$ cat src/rtl/dataflow_fifo_pkg.sv
// Shared defaults and width helpers for the dataflow FIFO and the async_operator benches.
package dataflow_fifo_pkg;

    localparam int default_data_width = 8;
    localparam int default_depth      = 4;

    // Occupancy runs 0..n inclusive, so it needs one more code than n.
    function automatic int count_bits(input int n);
        return $clog2(n + 1);
    endfunction

    function automatic int ptr_bits(input int n);
        return (n > 1) ? $clog2(n) : 1;
    endfunction

endpackage

$ cat src/rtl/dataflow_fifo_if.sv
// Handshake bundle between the FIFO and its upstream/downstream neighbours.
interface dataflow_fifo_if
    import dataflow_fifo_pkg::*;
#(
    parameter int data_width = default_data_width,
    parameter int depth      = default_depth
);

    logic                         req_l;
    logic                         ack_l;
    logic [data_width-1:0]        din;
    logic                         req_r;
    logic                         ack_r;
    logic [data_width-1:0]        dout;
    logic [count_bits(depth)-1:0] count;
    logic                         err;

    modport slave (
        output req_l, ack_r, dout, count, err,
        input  ack_l, din, req_r
    );

    modport master (
        input  req_l, ack_r, dout, count, err,
        output ack_l, din, req_r
    );

endinterface

$ cat src/rtl/dataflow_fifo_mem.sv
// Token storage: one synchronous write port, one combinational read port, no reset.
module dataflow_fifo_mem
    import dataflow_fifo_pkg::*;
#(
    parameter int data_width = default_data_width,
    parameter int depth      = default_depth
) (
    input  logic                         clk,
    input  logic                         we,
    input  logic [ptr_bits(depth)-1:0]   waddr,
    input  logic [data_width-1:0]        wdata,
    input  logic [ptr_bits(depth)-1:0]   raddr,
    output logic [data_width-1:0]        rdata
);

    logic [data_width-1:0] mem [depth];

    always_ff @(posedge clk) begin
        if (we) begin
            mem[waddr] <= wdata;
        end
    end

    assign rdata = mem[raddr];

endmodule

$ cat src/rtl/dataflow_fifo.sv
// Dataflow edge buffer: consumes tokens via req_l/ack_l, produces them via req_r/ack_r.
module dataflow_fifo
    import dataflow_fifo_pkg::*;
#(
    parameter int                    data_width    = default_data_width,
    parameter int                    depth         = default_depth,
    parameter logic [data_width-1:0] initial_value = '0
) (
    input  logic           clk,
    input  logic           rst,
    dataflow_fifo_if.slave bus
);

    localparam int ptr_width = ptr_bits(depth);
    localparam int cnt_width = count_bits(depth);
    localparam logic [cnt_width-1:0] full_count = cnt_width'(depth);
    localparam logic [ptr_width-1:0] last_ptr   = ptr_width'(depth - 1);

    logic [ptr_width-1:0]  wr_ptr;
    logic [ptr_width-1:0]  rd_ptr;
    logic [cnt_width-1:0]  count_q;
    logic [cnt_width-1:0]  next_count;
    logic                  req_l_q;
    logic                  ack_r_q;
    logic [data_width-1:0] dout_q;
    logic                  err_q;
    logic                  push;
    logic                  pop;
    logic                  overflow;
    logic [data_width-1:0] head;

    dataflow_fifo_mem #(
        .data_width (data_width),
        .depth      (depth)
    ) u_mem (
        .clk   (clk),
        .we    (push & rst),
        .waddr (wr_ptr),
        .wdata (bus.din),
        .raddr (rd_ptr),
        .rdata (head)
    );

    // A pop needs a token already stored, so a same-cycle push never bypasses to dout.
    always_comb begin
        push       = bus.ack_l && (count_q != full_count);
        overflow   = bus.ack_l && (count_q == full_count);
        pop        = (count_q != '0) && bus.req_r && !ack_r_q;
        next_count = count_q;
        if (push && !pop) begin
            next_count = count_q + cnt_width'(1);
        end else if (pop && !push) begin
            next_count = count_q - cnt_width'(1);
        end
    end

    always_ff @(posedge clk or negedge rst) begin
        if (!rst) begin
            wr_ptr  <= '0;
            rd_ptr  <= '0;
            count_q <= '0;
            req_l_q <= 1'b0;
            ack_r_q <= 1'b0;
            dout_q  <= initial_value;
            err_q   <= 1'b0;
        end else begin
            count_q <= next_count;
            req_l_q <= !bus.ack_l && (next_count != full_count);
            ack_r_q <= pop;
            if (overflow) begin
                err_q <= 1'b1;
            end
            if (push) begin
                wr_ptr <= (wr_ptr == last_ptr) ? '0 : wr_ptr + ptr_width'(1);
            end
            if (pop) begin
                dout_q <= head;
                rd_ptr <= (rd_ptr == last_ptr) ? '0 : rd_ptr + ptr_width'(1);
            end
        end
    end

    assign bus.req_l = req_l_q;
    assign bus.ack_r = ack_r_q;
    assign bus.dout  = dout_q;
    assign bus.count = count_q;
    assign bus.err   = err_q;

endmodule

$ cat src/flat_wrapper.sv
// flat-port wrapper written by rule: the top's interface ports become plain ports
module dataflow_fifo_flat import dataflow_fifo_pkg::*;
#(
    parameter int                    data_width    = default_data_width,
    parameter int                    depth         = default_depth,
    parameter logic [data_width-1:0] initial_value = '0
)
  (clk, rst, bus_req_l, bus_ack_r, bus_dout, bus_count, bus_err, bus_ack_l, bus_din, bus_req_r);
  dataflow_fifo_if #(.data_width(data_width), .depth(depth)) bus_i ();
  input  logic clk;
  input  logic rst;
  output wire logic [$bits(bus_i.req_l)-1:0] bus_req_l;
  output wire logic [$bits(bus_i.ack_r)-1:0] bus_ack_r;
  output wire logic [$bits(bus_i.dout)-1:0] bus_dout;
  output wire logic [$bits(bus_i.count)-1:0] bus_count;
  output wire logic [$bits(bus_i.err)-1:0] bus_err;
  input wire logic [$bits(bus_i.ack_l)-1:0] bus_ack_l;
  input wire logic [$bits(bus_i.din)-1:0] bus_din;
  input wire logic [$bits(bus_i.req_r)-1:0] bus_req_r;
  assign bus_req_l = bus_i.req_l;
  assign bus_ack_r = bus_i.ack_r;
  assign bus_dout = bus_i.dout;
  assign bus_count = bus_i.count;
  assign bus_err = bus_i.err;
  assign bus_i.ack_l = bus_ack_l;
  assign bus_i.din = bus_din;
  assign bus_i.req_r = bus_req_r;
  dataflow_fifo #(.data_width(data_width), .depth(depth), .initial_value(initial_value)) u_core (.clk(clk), .rst(rst), .bus(bus_i));
endmodule
$ cat config.mk
export PLATFORM = sky130hd
export DESIGN_NAME = dataflow_fifo_flat
export DESIGN_NICKNAME = d
export VERILOG_FILES = /design/src/rtl/dataflow_fifo_pkg.sv /design/src/rtl/dataflow_fifo_if.sv /design/src/rtl/dataflow_fifo_mem.sv /design/src/rtl/dataflow_fifo.sv /design/src/flat_wrapper.sv
export SDC_FILE = /design/constraint.sdc
export NUM_CORES = 1
export LEC_CHECK = 0
export CORE_UTILIZATION = 45
export DETAILED_ROUTE_END_ITERATION = 8
export PLACE_DENSITY = 0.7
export REMOVE_ABC_BUFFERS = 1
export SYNTH_ARGS = -nofsm -noshare
export SYNTH_HDL_FRONTEND = slang
export SYNTH_SLANG_ARGS = --single-unit
$ cat constraint.sdc
create_clock -name clk -period 3.1 [get_ports clk]
set_input_delay 0.62 -clock clk [delete_from_list [all_inputs] [get_ports clk]]
set_output_delay 0.62 -clock clk [all_outputs]
set_load 0.03 [all_outputs]
Word level (Yosys, flattened, before mapping)
Memories as Yosys holds them, arrays and structs flattened. A register that Yosys moved wholly into a read port is not among the register bits.
Cells that the tools add are included.
{ "totals": {"output_inout_bits": 14, "memories": 1, "ramBits": 32, "reg_bits": 10} }
{ "classes": {"eq_ne": 5, "n_mux": 6, "bitwise": 1, "n_addsub": 4, "n_reduce_logical": 13} }
{ "mem_list": {"columns": ["name", "depth", "word_bits", "rd", "rd_clocked_by_memory_dff", "write_ports", "line", "text"], "rows": [
  ["u_core.u_mem.mem", 4, 8, 1, 1, 1, "dataflow_fifo_mem.sv:16", "logic [data_width-1:0] mem [depth];"]
]} }
{ "op_table": {"columns": ["op", "count"], "rows": [
  ["$logic_and 1x1->1", 7],
  ["$mux 3", 2],
  ["$ne 3x3->1 const B", 2],
  ["$logic_not 1->1", 5],
  ["$add 2x1->2 const B", 2],
  ["$eq 2x2->1 const B", 2],
  ["$mux 2", 2],
  ["$add 3x1->3 const B", 1],
  ["$eq 3x3->1 const B", 1],
  ["$reduce_bool 3->1", 1],
  ["$sub 3x1->3 const B", 1],
  ["$mux 1", 2],
  ["$and 1x1->1", 1]
]} }

Depth between registers and ports, before layout
{ "logic_depth": {"ltp_word": 8, "mapped_depth": 7, "ltp_nobuf": 6} }

Modules after synthesis
From an unflattened synthesis, not the netlist that was laid out.
{ "unflattened": {"hier_cells": 121, "area_unflattened_um2": 2115.8} }
{ "modules_own_cells": {"columns": ["mod", "instances", "cells_per_inst", "area_each_um2", "seq_area_each_um2"], "rows": [
  ["dataflow_fifo_mem", 1, 46, 1188.6, 960.9],
  ["dataflow_fifo", 1, 75, 927.1, 450.4]
]} }

Worst setup path before layout
Ideal clock, no wire load.
{ "synth_timing": {"path_kind": "register to register", "from": "register u_core.count_q[0], in the netlist u_core.bus.count[0]", "to": "memory u_core.u_mem.mem[0][0] in the netlist's numbering, enable pin", "path_slack_ns": 1.098, "arrival_time_ns": 1.670, "setup_ns": 0.332, "period_less_slack_ns": 2.002, "stages_incl_launch_ff": 7, "t_required_ns": 2.768, "path_cell_list": "dfrtp_1 > inv_1 > ha_1 > nand2_1 > and2_1 > buf_2 > and3_1"} }
{ "synth_between": {"elab_chain_len": 5} }
{ "synth_rtl": {"columns": ["item", "line", "text"], "rows": [
  ["start, declared", "dataflow_fifo.sv:21", "logic [cnt_width-1:0] count_q;"],
  ["start signal, assigned", "dataflow_fifo.sv:67", "count_q <= next_count;"],
  ["$ne 3x3->1", "dataflow_fifo.sv:46", "push = bus.ack_l && (count_q != full_count);"],
  ["$logic_and 1x1->1", "dataflow_fifo.sv:46", null],
  ["$and 1x1->1", "dataflow_fifo.sv:37", ".we (push & rst),"],
  ["$mux 1", "dataflow_fifo_mem.sv:19", "if (we) begin"],
  ["$mux 1 (not written as such)", "dataflow_fifo_mem.sv:20", "mem[waddr] <= wdata;"],
  ["end, declared", "dataflow_fifo_mem.sv:16", null]
]} }
No other way between the ends.

Worst setup path after layout
{ "layout_timing": {"from": "register u_core.count_q[2], in the netlist u_core.bus.count[2]", "to": "output port bus_count[2]"} }
{ "layout_lines": {"columns": ["item", "line", "text"], "rows": [
  ["end, declared", "flat_wrapper.sv:15", "output wire logic [$bits(bus_i.count)-1:0] bus_count;"]
]} }
No word-level cell between the ends.

==> results.sh <==
export IMPL_drt_first_pass_iters=9
export IMPL_p_per_area_nw_per_um2=955
export IMPL_timing_rr_start="u_core.bus.count[0]$_DFF_PN0_"
export IMPL_start_util=0.480
export IMPL_violations="design-rule violations"
export IMPL_critical_path_arrival_ns=1.56
export IMPL_layout_drive_gt1_share=0.211
export IMPL_finalPower_uw=2430
export IMPL_syn_avg_cell_area_um2=17.5
export IMPL_yosys_area_top_type="edfxtp_1"
export IMPL_routed_wl_um=3660
export IMPL_htreeDepth=2
export IMPL_cp_cell_sequence="clkdlybuf4s50_1"
export IMPL_rsz0062_at_grt="false"
export IMPL_grt_pass1_vias=1229
export IMPL_worst_slew_pin_slew_ns=0.589
export IMPL_seq_area_frac_synth=0.657
export IMPL_viasPerCell=5.64
export IMPL_hold_path_class="reg2reg"
export IMPL_finalSetupViolations=0
export IMPL_min_path_cells=1
export IMPL_start_kind="register"
export IMPL_antenna_found_initial=0
export IMPL_outcome="complete, but fails checks"
export IMPL_overflow=0
export IMPL_finalNetCount=171
export IMPL_grt_max_degree=19
export IMPL_min_delay_start="u_core.bus.err$_DFFE_PN0P_"
export IMPL_crit_path_start="u_core.bus.count[2]$_DFF_PN0_"
export IMPL_cts_tree="yes"
export IMPL_relSlewSlack=0.608
export IMPL_drc_errors=2
export IMPL_holdWs_ns=0.488
export IMPL_ys_top_cells_by_area="edfxtp_1 45%, dfrtp_1 21%, mux4_2 8.4%"
export IMPL_worst_path_max_delay_cell="clkdlybuf4s50_1"
export IMPL_ant_nets=0
export IMPL_netlist_area_um2=2150
export IMPL_grt_pass1_wl_um=6040
export IMPL_rows=24
export IMPL_critPathKind="reg2out"
export IMPL_clk_pin_slew_ns=0.08
export IMPL_yosysUniqueCellTypes=31
export IMPL_ys_seq_elements=50
export IMPL_io_pins=26
export IMPL_diodes=0
export IMPL_die_area_um2=5050
export IMPL_clock_latency_ns=0.31
export IMPL_drv_slew=0
export IMPL_clockBufferDepth=2
export IMPL_crit_family="buffers and inverters"
export IMPL_cp_max_fo=10
export IMPL_area_delta_synth_final_pct=18.3
export IMPL_crit_buf_inv=1
export IMPL_reg2reg_depth=5
export IMPL_p_leak_uw=0.000968
export IMPL_cp_depth=1
export IMPL_fmax_ghz=0.459
export IMPL_die_y_um=71.1
export IMPL_dp_hpwl_um=2520
export IMPL_fin_crit_ns=2.18
export IMPL_post_cts_buffers=0
export IMPL_fin_crit_sh=0.703
export IMPL_ctsResizeCount=0
export IMPL_gp_congestion=0.792
export IMPL_dr_total_vias=1151
export IMPL_ir_drop_uv=497
export IMPL_drt_iter0_markers=78
export IMPL_grt_usage=0.165
export IMPL_ctsHoldBuffers=0
export IMPL_worstPathRequired_ns=2.48
export IMPL_placement_io_buffers=25
export IMPL_maxCapViolations=0
export IMPL_cts_made_buffers=5
export IMPL_placed_cell_area_um2=2430
export IMPL_final_cell_area_um2=2540
export IMPL_crit_path_max_incr_delay_ns=0.74
export IMPL_setup_tns_ns=0
export IMPL_yosysWarnings=0
export IMPL_r2r_slack_ns=0.95
export IMPL_synthCells=123
export IMPL_clock_sinks=50
export IMPL_dp_slack_ns=0.667
export IMPL_crit_path_end_kind="output port"
export IMPL_yosysTopAreaCellShare=0.447
export IMPL_cts_root_buf="clkbuf_8"
export IMPL_final_hold_violation_count=0
export IMPL_die_width_um=71.1
export IMPL_fin_skew_ns=0.0122
export IMPL_wl_per_cell_um=17.9
export IMPL_worst_slack_ns=0.920
export IMPL_core_area_um2=4470
export IMPL_fill_cells=336
## state kept, by name, summed over array words and instances (netlist names)
register and count:
u_core.rd_ptr 2, u_core.u_mem.mem 32, u_core.bus.req_l 1, u_core.bus.ack_r 1, u_core.bus.dout 8, u_core.wr_ptr 2
u_core.bus.count 3, u_core.bus.err 1
## cells in the mapped netlist
cell / instances
buf_2: 1
and2_1: 1
o22ai_1: 1
nor2_1: 2
a21oi_1: 3
inv_1: 5
and3_1: 4
mux2_2: 1
nand2_1: 4
a31oi_1: 1
clkbuf_1: 1
clkinv_4: 1
a21o_4: 1
mux2_4: 10
mux4_2: 8
maj3_2: 1
dfrtp_1: 18
nor4_1: 1
or3_1: 1
nand2b_1: 2
o21bai_1: 1
xnor2_1: 2
nor4b_1: 1
a211oi_1: 2
a31o_2: 1
o21ai_0: 4
nand3_1: 1
nor4bb_1: 1
ha_1: 8
edfxtp_1: 32
buf_6: 3
## layout by cell type (no fill, tap or decap), drive strengths merged
cell,n
nor4b,1
mux2,11
o21ai,4
a211oi,2
clkinv,2
nor4bb,1
a21o,1
nor2,2
nand2,4
dfrtp,18
clkbuf,5
a21oi,3
edfxtp,32
clkdlybuf4s50,25
maj3,1
nand3,1
inv,6
and3,4
bufinv,1
o21bai,1
a31oi,1
mux4,8
or3,1
xnor2,2
nand2b,2
and2,1
buf,1
o22ai,1
a31o,1
ha,8
nor4,1
## per-stage QoR
step,utilization,instances
after floorplan,-,118
after global placement,0.543,196
after detailed placement,0.543,196
after CTS,0.568,204
after global routing,0.568,204
final,0.568,204
## metal layers
layer  track usage  up-vias  wire length, um
li1              -      522                -
met1         0.220      582             1690
met2         0.257       36             1720
met3        0.0442       11              162
met4        0.0733        0               85
met5             0        -                0
## report_power, final
| part | internal, uW | switching (uW) | total, uW |
|---|---|---|---|
| registers | 867 | 149 | 1020 |
| logic | 499 | 456 | 955 |
| clock network | 242 | 216 | 458 |
| total | 1610 | 820 | 2430 |
## area by class of cell
type,instances,area (um^2),share of cell area
sequential,50,1410,0.555
multi-input combinational,62,667,0.262
timing repair buffer,26,258,0.101
clock buffer,5,68.8,0.0271
tap,52,65.1,0.0256
clock inverter,3,43.8,0.0172
inverter,6,27.5,0.0108
## final timing paths
| path | end |
|---|---|
| min in group asynchronous | u_core.bus.dout[1]$_DFFE_PN0P_ |
| min | u_core.bus.err$_DFFE_PN0P_ |
| max reg2reg | u_core.u_mem.mem[3][6]$_DFFE_PP_ |
| min reg2reg | u_core.bus.err$_DFFE_PN0P_ |
| max | bus_count[2] |
| max in group asynchronous | u_core.bus.err$_DFFE_PN0P_ |
## kinds of logic after synthesis
kind of cell / count (synthesis) / share of synthesized area
compound gates: 14 / 0.0437
xor+xnor: 2 / 0.00816
fa+ha+maj: 9 / 0.0518
buf+inv: 11 / 0.0326
flops: 50 / 0.657
mux: 19 / 0.159
simple gates: 18 / 0.0478
Power figures use the tool's default switching activity.
